File: src/rtl/pwm_pkg.sv
// Shared PWM register map and sequencer state encoding.
// Latency: n/a (definitions only).
// Backpressure: n/a.
package pwm_pkg;

    // Register addresses on the PWM slave write port
    localparam logic [1:0] PWM_ADDR_DIV    = 2'b00;
    localparam logic [1:0] PWM_ADDR_DUTY_A = 2'b10;
    localparam logic [1:0] PWM_ADDR_DUTY_B = 2'b11;

    // Ramp sequencer states
    typedef enum logic [2:0] {
        IDLE   = 3'd0,
        WR_DIV = 3'd1,
        STEP   = 3'd2,
        WR_A   = 3'd3,
        WR_B   = 3'd4,
        WAIT   = 3'd5
    } seq_state_t;

endpackage

File: src/rtl/pwm_ramp_sequencer_if.sv
// Command handshake from config logic plus master write bus towards the PWM slave.
// Latency: n/a (wiring only).
// Backpressure: cfg_valid/cfg_ready handshake; write bus has no wait states.
interface pwm_ramp_sequencer_if #(
    parameter int DATA_W = 32,
    parameter int STEP_W = 16,
    parameter int TICK_W = 16
) ();

    // Command side
    logic              cfg_valid;
    logic              cfg_ready;
    logic [DATA_W-1:0] cfg_div;
    logic [DATA_W-1:0] cfg_tgt_a;
    logic [DATA_W-1:0] cfg_tgt_b;
    logic [STEP_W-1:0] cfg_step;
    logic [TICK_W-1:0] cfg_interval;

    // Master write bus
    logic              m_cs;
    logic              m_wr_n;
    logic [1:0]        m_addr;
    logic [DATA_W-1:0] m_wr_data;

    // Sequencer side: accepts commands, drives the write bus
    modport master (
        input  cfg_valid, cfg_div, cfg_tgt_a, cfg_tgt_b, cfg_step, cfg_interval,
        output cfg_ready, m_cs, m_wr_n, m_addr, m_wr_data
    );

    // Peer side: issues commands and observes the write bus
    modport slave (
        output cfg_valid, cfg_div, cfg_tgt_a, cfg_tgt_b, cfg_step, cfg_interval,
        input  cfg_ready, m_cs, m_wr_n, m_addr, m_wr_data
    );

endinterface

File: src/rtl/pwm_ramp_step.sv
// Saturating one-step move of a duty value towards its target.
// Latency: combinational.
// Backpressure: none.
module pwm_ramp_step #(
    parameter int DATA_W = 32,
    parameter int STEP_W = 16
) (
    input  logic [DATA_W-1:0] cur,
    input  logic [DATA_W-1:0] tgt,
    input  logic [STEP_W-1:0] step,
    output logic [DATA_W-1:0] nxt
);

    logic [DATA_W:0] step_x;
    logic [DATA_W:0] up_sum;
    logic [DATA_W:0] dn_gap;

    // One extra bit keeps cur+step from wrapping; downward moves clamp on the gap to target
    always_comb begin
        step_x = {{(DATA_W + 1 - STEP_W){1'b0}}, step};
        up_sum = {1'b0, cur} + step_x;
        dn_gap = {1'b0, cur} - {1'b0, tgt};
        nxt    = cur;
        if (step == '0) begin
            nxt = tgt;
        end else if (cur < tgt) begin
            nxt = (up_sum >= {1'b0, tgt}) ? tgt : up_sum[DATA_W-1:0];
        end else if (cur > tgt) begin
            nxt = (dn_gap <= step_x) ? tgt : (cur - step_x[DATA_W-1:0]);
        end
    end

endmodule

File: src/rtl/pwm_ramp_sequencer.sv
// Programs PWM divider then ramps duty A/B towards targets by fixed steps at a fixed tick interval.
// Latency: accept c0 -> div write c1 -> duty A write c3 -> duty B write c4; done one cycle after last write.
// Backpressure: cfg_ready only in IDLE; slave has no wait states, every write is a single cycle.
module pwm_ramp_sequencer #(
    parameter int DATA_W = 32,
    parameter int STEP_W = 16,
    parameter int TICK_W = 16
) (
    input  logic                    clk,
    input  logic                    clr_n,
    pwm_ramp_sequencer_if.master    bus,
    input  logic                    abort,
    output logic                    busy,
    output logic                    done,
    output logic [DATA_W-1:0]       cur_a,
    output logic [DATA_W-1:0]       cur_b
);

    import pwm_pkg::*;

    seq_state_t        state_q;
    seq_state_t        state_d;

    // Latched command
    logic [DATA_W-1:0] tgt_a_q;
    logic [DATA_W-1:0] tgt_b_q;
    logic [STEP_W-1:0] step_q;
    logic [TICK_W-1:0] interval_q;

    // Channel B's next value waits one cycle behind A for its own write slot
    logic [DATA_W-1:0] nxt_b_q;
    logic [TICK_W-1:0] tick_q;

    // Registered bus outputs
    logic              m_cs_q;
    logic              m_wr_n_q;
    logic [1:0]        m_addr_q;
    logic [DATA_W-1:0] m_wr_data_q;
    logic              done_q;

    // Next values for the registered outputs
    logic              cs_d;
    logic              wr_n_d;
    logic [1:0]        addr_d;
    logic [DATA_W-1:0] data_d;
    logic              done_d;
    logic              accept;

    logic [DATA_W-1:0] nxt_a;
    logic [DATA_W-1:0] nxt_b;

    pwm_ramp_step #(.DATA_W(DATA_W), .STEP_W(STEP_W)) u_step_a (
        .cur  (cur_a),
        .tgt  (tgt_a_q),
        .step (step_q),
        .nxt  (nxt_a)
    );

    pwm_ramp_step #(.DATA_W(DATA_W), .STEP_W(STEP_W)) u_step_b (
        .cur  (cur_b),
        .tgt  (tgt_b_q),
        .step (step_q),
        .nxt  (nxt_b)
    );

    assign bus.cfg_ready = (state_q == IDLE);
    assign bus.m_cs      = m_cs_q;
    assign bus.m_wr_n    = m_wr_n_q;
    assign bus.m_addr    = m_addr_q;
    assign bus.m_wr_data = m_wr_data_q;
    assign busy          = (state_q != IDLE);
    assign done          = done_q;

    // State register
    always_ff @(posedge clk or negedge clr_n) begin
        if (!clr_n) begin
            state_q <= IDLE;
        end else begin
            state_q <= state_d;
        end
    end

    // Next state and next bus cycle; a write is set up one cycle ahead so it appears in its state
    always_comb begin
        state_d = state_q;
        cs_d    = 1'b0;
        wr_n_d  = 1'b1;
        addr_d  = m_addr_q;
        data_d  = m_wr_data_q;
        done_d  = 1'b0;
        accept  = 1'b0;
        case (state_q)
            IDLE: begin
                if (bus.cfg_valid && !abort) begin
                    accept  = 1'b1;
                    state_d = WR_DIV;
                    cs_d    = 1'b1;
                    wr_n_d  = 1'b0;
                    addr_d  = PWM_ADDR_DIV;
                    data_d  = bus.cfg_div;
                end
            end
            WR_DIV: begin
                state_d = STEP;
            end
            STEP: begin
                state_d = WR_A;
                cs_d    = 1'b1;
                wr_n_d  = 1'b0;
                addr_d  = PWM_ADDR_DUTY_A;
                data_d  = nxt_a;
            end
            WR_A: begin
                state_d = WR_B;
                cs_d    = 1'b1;
                wr_n_d  = 1'b0;
                addr_d  = PWM_ADDR_DUTY_B;
                data_d  = nxt_b_q;
            end
            WR_B: begin
                if ((cur_a == tgt_a_q) && (cur_b == tgt_b_q)) begin
                    state_d = IDLE;
                    done_d  = 1'b1;
                end else begin
                    state_d = WAIT;
                end
            end
            WAIT: begin
                if (tick_q <= TICK_W'(1)) begin
                    state_d = STEP;
                end
            end
            default: begin
                state_d = IDLE;
            end
        endcase
        // Abort returns to IDLE; a write already on the bus this cycle still completes
        if (abort) begin
            state_d = IDLE;
            cs_d    = 1'b0;
            wr_n_d  = 1'b1;
            addr_d  = m_addr_q;
            data_d  = m_wr_data_q;
            done_d  = 1'b0;
        end
    end

    // Bus and done output registers
    always_ff @(posedge clk or negedge clr_n) begin
        if (!clr_n) begin
            m_cs_q      <= 1'b0;
            m_wr_n_q    <= 1'b1;
            m_addr_q    <= 2'b00;
            m_wr_data_q <= '0;
            done_q      <= 1'b0;
        end else begin
            m_cs_q      <= cs_d;
            m_wr_n_q    <= wr_n_d;
            m_addr_q    <= addr_d;
            m_wr_data_q <= data_d;
            done_q      <= done_d;
        end
    end

    // Command capture on accept
    always_ff @(posedge clk or negedge clr_n) begin
        if (!clr_n) begin
            tgt_a_q    <= '0;
            tgt_b_q    <= '0;
            step_q     <= '0;
            interval_q <= '0;
        end else if (accept) begin
            tgt_a_q    <= bus.cfg_tgt_a;
            tgt_b_q    <= bus.cfg_tgt_b;
            step_q     <= bus.cfg_step;
            interval_q <= bus.cfg_interval;
        end
    end

    // Track values as their writes go onto the bus; aborted steps leave them untouched
    always_ff @(posedge clk or negedge clr_n) begin
        if (!clr_n) begin
            cur_a   <= '0;
            cur_b   <= '0;
            nxt_b_q <= '0;
        end else begin
            if (state_q == STEP && state_d == WR_A) begin
                cur_a   <= nxt_a;
                nxt_b_q <= nxt_b;
            end
            if (state_q == WR_A && state_d == WR_B) begin
                cur_b <= nxt_b_q;
            end
        end
    end

    // Inter-step interval counter; an interval of zero behaves as one
    always_ff @(posedge clk or negedge clr_n) begin
        if (!clr_n) begin
            tick_q <= '0;
        end else if (state_q == WR_B && state_d == WAIT) begin
            tick_q <= (interval_q == '0) ? TICK_W'(1) : interval_q;
        end else if (state_q == WAIT && state_d == WAIT) begin
            tick_q <= tick_q - TICK_W'(1);
        end else begin
            tick_q <= '0;
        end
    end

endmodule
File: src/flat_wrapper.sv
// flat-port wrapper written by rule: the top's interface ports become plain ports
module pwm_ramp_sequencer_flat import pwm_pkg::*;
#(
    parameter int DATA_W = 32,
    parameter int STEP_W = 16,
    parameter int TICK_W = 16
)
  (clk, clr_n, abort, busy, done, cur_a, cur_b, bus_cfg_valid, bus_cfg_div, bus_cfg_tgt_a, bus_cfg_tgt_b, bus_cfg_step, bus_cfg_interval, bus_cfg_ready, bus_m_cs, bus_m_wr_n, bus_m_addr, bus_m_wr_data);
  pwm_ramp_sequencer_if #(.DATA_W(DATA_W), .STEP_W(STEP_W), .TICK_W(TICK_W)) bus_i ();
  input  logic clk;
  input  logic clr_n;
  input  logic abort;
  output logic busy;
  output logic done;
  output logic [DATA_W-1:0] cur_a;
  output logic [DATA_W-1:0] cur_b;
  input wire logic [$bits(bus_i.cfg_valid)-1:0] bus_cfg_valid;
  input wire logic [$bits(bus_i.cfg_div)-1:0] bus_cfg_div;
  input wire logic [$bits(bus_i.cfg_tgt_a)-1:0] bus_cfg_tgt_a;
  input wire logic [$bits(bus_i.cfg_tgt_b)-1:0] bus_cfg_tgt_b;
  input wire logic [$bits(bus_i.cfg_step)-1:0] bus_cfg_step;
  input wire logic [$bits(bus_i.cfg_interval)-1:0] bus_cfg_interval;
  output wire logic [$bits(bus_i.cfg_ready)-1:0] bus_cfg_ready;
  output wire logic [$bits(bus_i.m_cs)-1:0] bus_m_cs;
  output wire logic [$bits(bus_i.m_wr_n)-1:0] bus_m_wr_n;
  output wire logic [$bits(bus_i.m_addr)-1:0] bus_m_addr;
  output wire logic [$bits(bus_i.m_wr_data)-1:0] bus_m_wr_data;
  assign bus_i.cfg_valid = bus_cfg_valid;
  assign bus_i.cfg_div = bus_cfg_div;
  assign bus_i.cfg_tgt_a = bus_cfg_tgt_a;
  assign bus_i.cfg_tgt_b = bus_cfg_tgt_b;
  assign bus_i.cfg_step = bus_cfg_step;
  assign bus_i.cfg_interval = bus_cfg_interval;
  assign bus_cfg_ready = bus_i.cfg_ready;
  assign bus_m_cs = bus_i.m_cs;
  assign bus_m_wr_n = bus_i.m_wr_n;
  assign bus_m_addr = bus_i.m_addr;
  assign bus_m_wr_data = bus_i.m_wr_data;
  pwm_ramp_sequencer #(.DATA_W(DATA_W), .STEP_W(STEP_W), .TICK_W(TICK_W)) u_core (.clk(clk), .clr_n(clr_n), .bus(bus_i), .abort(abort), .busy(busy), .done(done), .cur_a(cur_a), .cur_b(cur_b));
endmodule
File: config.mk
export PLATFORM = sky130hd
export DESIGN_NAME = pwm_ramp_sequencer_flat
export DESIGN_NICKNAME = d
export VERILOG_FILES = /design/src/rtl/pwm_pkg.sv /design/src/rtl/pwm_ramp_sequencer_if.sv /design/src/rtl/pwm_ramp_step.sv /design/src/rtl/pwm_ramp_sequencer.sv /design/src/flat_wrapper.sv
export SDC_FILE = /design/constraint.sdc
export NUM_CORES = 1
export LEC_CHECK = 0
export ABC_AREA = 1
export BUFFER_PORTS_ARGS = -buffer_cell sky130_fd_sc_hd__buf_2
export CORE_ASPECT_RATIO = 1.5
export CORE_MARGIN = 2
export CORE_UTILIZATION = 57
export CTS_CLUSTER_SIZE = 25
export DETAILED_ROUTE_END_ITERATION = 10
export PLACE_DENSITY = 0.8
export SYNTH_ARGS = -nofsm -noshare
export SYNTH_HDL_FRONTEND = slang
export SYNTH_HIERARCHICAL = 1
export SYNTH_SLANG_ARGS = --single-unit
File: constraint.sdc
create_clock -name clk -period 4.12 [get_ports clk]
set_input_delay 0 -clock clk [delete_from_list [all_inputs] [get_ports clk]]
set_output_delay 0 -clock clk [all_outputs]
set_load 0.005 [all_outputs]
==> results of run 1 <==
-- cell usage after synthesis (all sizes together), types with 46 or more instances --
cell,count
nand2,1588
inv,714
nor2,451
nand3,333
a21oi,250
dfrtp,247
ha,226
o21ai,147
xor2,136
nand4,97
clkbuf,82
buf,76
mux2,58
nor3,46
-- metal layers --
layer	overflow	GRT usage (%)
met1	2	74.4
met2	108	94.7
met3	13	63.2
met5	0	36.1
met4	99	85.6
-- through the flow --
stage          TNS (ns)  utilization (%)  cell area (sq um)  setup slack [ns]
3_3_place_gp     -40.61             69.1              33600            -0.538
3_5_place_dp     -46.73             69.1              33600            -0.627
2_1_floorplan         0                -              28000             0.167
4_1_cts          -11.81             78.4              38100            -0.263
-- kinds of logic after synthesis --
family                   count (synthesis)  synth area share, %
XOR/XNOR                               145                 4.53
AND/OR/NAND/NOR                       2566                 38.1
AO/OA/AOI/OAI                          494                 10.0
multiplexers                            58                 2.33
adder cells (fa/ha/maj)                232                 10.5
flip-flops                             248                 22.1
buffers and inverters                  874                 12.4
-- timing repair --
item,CTS
setup endpoints to repair,96
gates resized for setup,361
endpoints found under the hold margin,237
buffers inserted,43
hold buffers,130
gates cloned,10
pin swaps,160
==> run_results.csv, run 1 <==
group,metric,value,unit
run_status,stop_error,"[ERROR GRT-0232] Routing congestion too high. Check the congestion heatmap in the GUI.",
synth,yosysSeqAreaShare,22.1,%
clocking,cts_made_buffers,26,
run_status,outcome,"stopped before the end",
placement,hpwlAfterDp,97.3,mm
global_route,grt_overflow,222,
clocking,h-tree-depth,1,
synth,synth_seq_cells,248,
synth,synth_area_per_cell,6.07,sq um
clocking,cts.root.buffer_cell,"clkbuf_16",
synth,ys_types,56,
clocking,clockBufferDepth,3,
clocking,cts_sinks,248,
synth,async_flop_share,100,%
timing,postGrtWorstEndpoint,"u_core/nxt_b_q[29]$_DFFE_PN0P_/D",
synth,yosys_most_used_dff,"dfrtp_1",
synth,synth_area_leaders,"dfrtp_1, nand2_1, ha_1",
synth,synth_area,0.0280,sq mm
placement,dp.cells,5909,
synth,synthCells,4617,
die,ioPinCount,235,
die,initial_core_util,57.6,%
synth,synth_warnings,6,
synth,synth_top_cell_by_area,"dfrtp_1",
placement,place.port_buffers,234,
synth,synth_edf_count,0,
die,die_x,185,um
global_route,grt_max_degree,109,
synth,syn_nets,4981,
timing,worst-ep-kind,"register data pin",
global_route,grt_util_all_layers,78.2,%
placement,gp_congestion,1.10,
run_status,haltStage,"global routing (5_1_grt)",
die,die_y,276,um
die,rows,99,
synth,synthDominantCellAreaShare,22.0,%
==> run 2, diff against run 1 <==
- CORE_ASPECT_RATIO: 1.5 -> not set
- CORE_UTILIZATION: 57 -> 40
- CTS_CLUSTER_SIZE: 25 -> not set
- PLACE_DENSITY: 0.8 -> not set
- PLACE_DENSITY_LB_ADDON: not set -> 0.15
- clock period: 4.12 -> 5.4 ns (I/O delays scaled with it)
==> run 2 against run 1 <==
  * The run now ends clean
  * Synthesized cell count stayed put
  * Synthesized area is the same
==> run_results.csv, run 2 <==
group,metric,value,unit
critical_path,worstPathMaxFanout,18,
power,p_leak,18.3,nW
placement,place.port_buffers,234,
die,die_y,269,um
route,vias_per_cell,5.33,
timing,final-hold-violation-count,0,
timing,period_minus_slack,5.15,ns
power,p_comb_share,69.9,%
synth,synth_seq_cells,248,
synth,yosysSeqAreaShare,22.1,%
finish,final_nets,5323,
finish,utilization,47.2,%
synth,synth-xor-area-share,4.53,%
synth,ys_types,56,
synth,synthCells,4617,
global_route,grt_max_degree,135,
power,p_sw,0.00979,W
die,ioPinCount,235,
placement,gp_congestion,0.993,
route,dr.pass1.iters,6,
finish,regArea,0.00621,sq mm
clocking,clk_latency,0.60,ns
global_route,grt_overflow,0,
run,drv_cap,0,
synth,synth_edf_count,0,
critical_path,reg2reg_slack,0.25,ns
finish,antennaDiodeCount,0,
critical_path,crit_path_start_kind,"register",
global_route,grt_pass1_wl,178,mm
die,core_area,0.0697,sq mm
die,die_area,0.0723,sq mm
power,irDropWorstVdd,263,uV
synth,synth_top_cell_by_area,"dfrtp_1",
finish,final_common_cell,"nand2_1",
timing,relSlewSlack,19.6,%
synth,synth_warnings,6,
clocking,cts_setup_buffers,0,
finish,multi_input_area,0.0184,sq mm
power,seq_power_share,17.7,%
synth,synth_area_per_cell,6.07,sq um
timing,period_share,95.3,%
critical_path,setup.worst_path.class,"reg -> reg",
clocking,clockBufferDepth,3,
power,p_per_area,538,mW/mm^2
global_route,grt_util_all_layers,32.3,%
route,routed_wl,119,mm
synth,yosysMostFrequentCell,"nand2_1",
die,initial_core_util,40.3,%
finish,syn2layout_area_growth,17.3,%
finish,layout_common_cells,"nand2_1, inv_1, nor2_1",
hold_path,hp-class,"in -> reg",
route,drtIter0Drc,2898,
route,drc_errors,0,
placement,hpwlAfterDp,92.5,mm
timing,fmax,0.194,GHz
global_route,antenna_found_initial,1,
synth,yosys-top-cells-count,"nand2_1, inv_1, nor2_1",
global_route,first_global_vias,29628,
synth,async_flop_share,100,%
timing,setup_viol,0,
timing,tightest_slew,1.20,ns
clocking,cts_tree,"yes",
synth,synth_compound_area_share,10.0,%
finish,fill_cells,7504,
critical_path,reg2regPathDepth,24,
synth,synth_area,0.0280,sq mm
synth,synth_area_leaders,"dfrtp_1, nand2_1, ha_1",
synth,syn_nets,4981,
clocking,cts.clk_slew.worst_paths,0.07,ns
route,wl_per_cell,20.2,um
die,die_x,269,um
clocking,cts_made_buffers,30,
clocking,cts.root.buffer_cell,"clkbuf_16",
route,vias,31556,
timing,finalMaxSlewViolations,0,
synth,yosys.area_share.simple,38.1,%
route,ant_nets,0,
synth,synth_top_family_by_area,"simple AND/OR/NAND/NOR gates",
critical_path,required,5.88,ns
timing,fin_worst_skew,0.0150,ns
timing,rsz0062_at_grt,"no",
finish,drive_above_1_share,10.8,%
critical_path,setup.worst_path.end_class,"register",
clocking,cts_sinks,248,
power,swShare,55.3,%
timing,finalSetupTns,0,ns
die,rows,97,
synth,synthDominantCellAreaShare,22.0,%
power,p_clk_share,12.5,%
power,p_int,0.00792,W
synth,synthAdderAreaFrac,10.5,%
run_status,outcome,"finished clean",
hold_path,whs_path_depth,4,
power,power,0.0177,W
critical_path,crit_arrival,5.62,ns
synth,yosys_most_used_dff,"dfrtp_1",
clocking,h-tree-depth,1,
synth,muxShareOfSynthArea,2.33,%
==> run 2: cell counts after synthesis <==
No cell type changed its count.
==> run 2: area by class of cell <==
type | count | share of cell area [%]
Clock inverter | 16 | 0.631
Inverter | 716 | 8.17
Tap cell | 940 | 3.57
Clock buffer | 39 | 2.60
Sequential cell | 248 | 18.9
Timing Repair Buffer | 468 | 10.2
Multi-Input combinational cell | 3495 | 56.0
==> run 2: critical path, cell delays in order (launching register included) <==
cell,delay (ns)
dfrtp_1,0.53
ha_1,0.31
fa_1,0.41
nand3_1,0.14
nand2_1,0.10
nand3_1,0.10
nand2_2,0.10
a21oi_1,0.30
o21ai_0,0.17
xor2_1,0.27
inv_1,0.08
ha_1,0.32
nand2_1,0.09
nor4_1,0.42
a21oi_1,0.21
nor3_2,0.25
nor2_4,0.07
nand3_4,0.15
buf_4,0.28
a21oi_1,0.09
o21ai_1,0.10
nand2_1,0.08
nand2_1,0.06
nand2_1,0.08
mux2_1,0.28
==> run 2: power groups by stage <==
stage / clock network, W / logic (W) / registers, W
2_1_floorplan: 0 / 0.00814 / 0.00290
3_3_place_gp: 0 / 0.0120 / 0.00314
3_5_place_dp: 0 / 0.0119 / 0.00313
4_1_cts: 0.00225 / 0.0121 / 0.00311
5_1_grt: 0.00232 / 0.0137 / 0.00319
6_report: 0.00221 / 0.0124 / 0.00313
==> run 2: final timing paths <==
path / to / startpoint
worst max-delay path: u_core/nxt_b_q[2] / u_core/step_q[0]
worst min-delay path: u_core/tgt_a_q[25] / bus_cfg_tgt_a[25]
worst max register to register: u_core/nxt_b_q[2] / u_core/step_q[0]
worst min register to register: u_core/bus.m_addr[0] / u_core/bus.m_addr[0]
max in group asynchronous: u_core/nxt_b_q[24] / clr_n
min in group asynchronous: u_core/bus.m_wr_n / clr_n
==> run 2: repair_timing <==
| action | CTS | global route |
|---|---|---|
| hold buffers | 133 | 0 |
| endpoints found under the hold margin | 201 | 0 |
| setup endpoints to repair | 0 | 26 |
| resized for setup | 0 | 7 |
==> run 2: per-stage QoR <==
stage	cell area (sq um)	std cells	setup slack, ns	hold WS (ns)
final	32900	5922	0.255	0.135
after global routing	32900	5922	0.0174	0.145
after CTS	32900	5922	0.392	0.110
after detailed placement	30500	5734	0.411	0.00368
after global placement	30500	5734	0.419	0.00669
after floorplan	28000	4617	1.45	-0.296
==> run 2: per-layer routing <==
metal	share of wire (%)	wire (um)	track usage, %
met1	43	51400	43.8
met2	46	54500	53.5
met3	7.3	8760	3.23
met4	3.9	4690	11.7
met5	0	0	0
==> run 2: kinds of logic (layout without fill, tap and decap cells) <==
| logic type | after synthesis | count (layout) |
|---|---|---|
| fa+ha+maj | 232 | 232 |
| xor+xnor | 145 | 145 |
| simple gates | 2566 | 2566 |
| buf+inv | 874 | 1239 |
| compound gates | 494 | 494 |
| mux | 58 | 58 |
| flops | 248 | 248 |
Note: power is estimated with default switching activity, not from simulation.
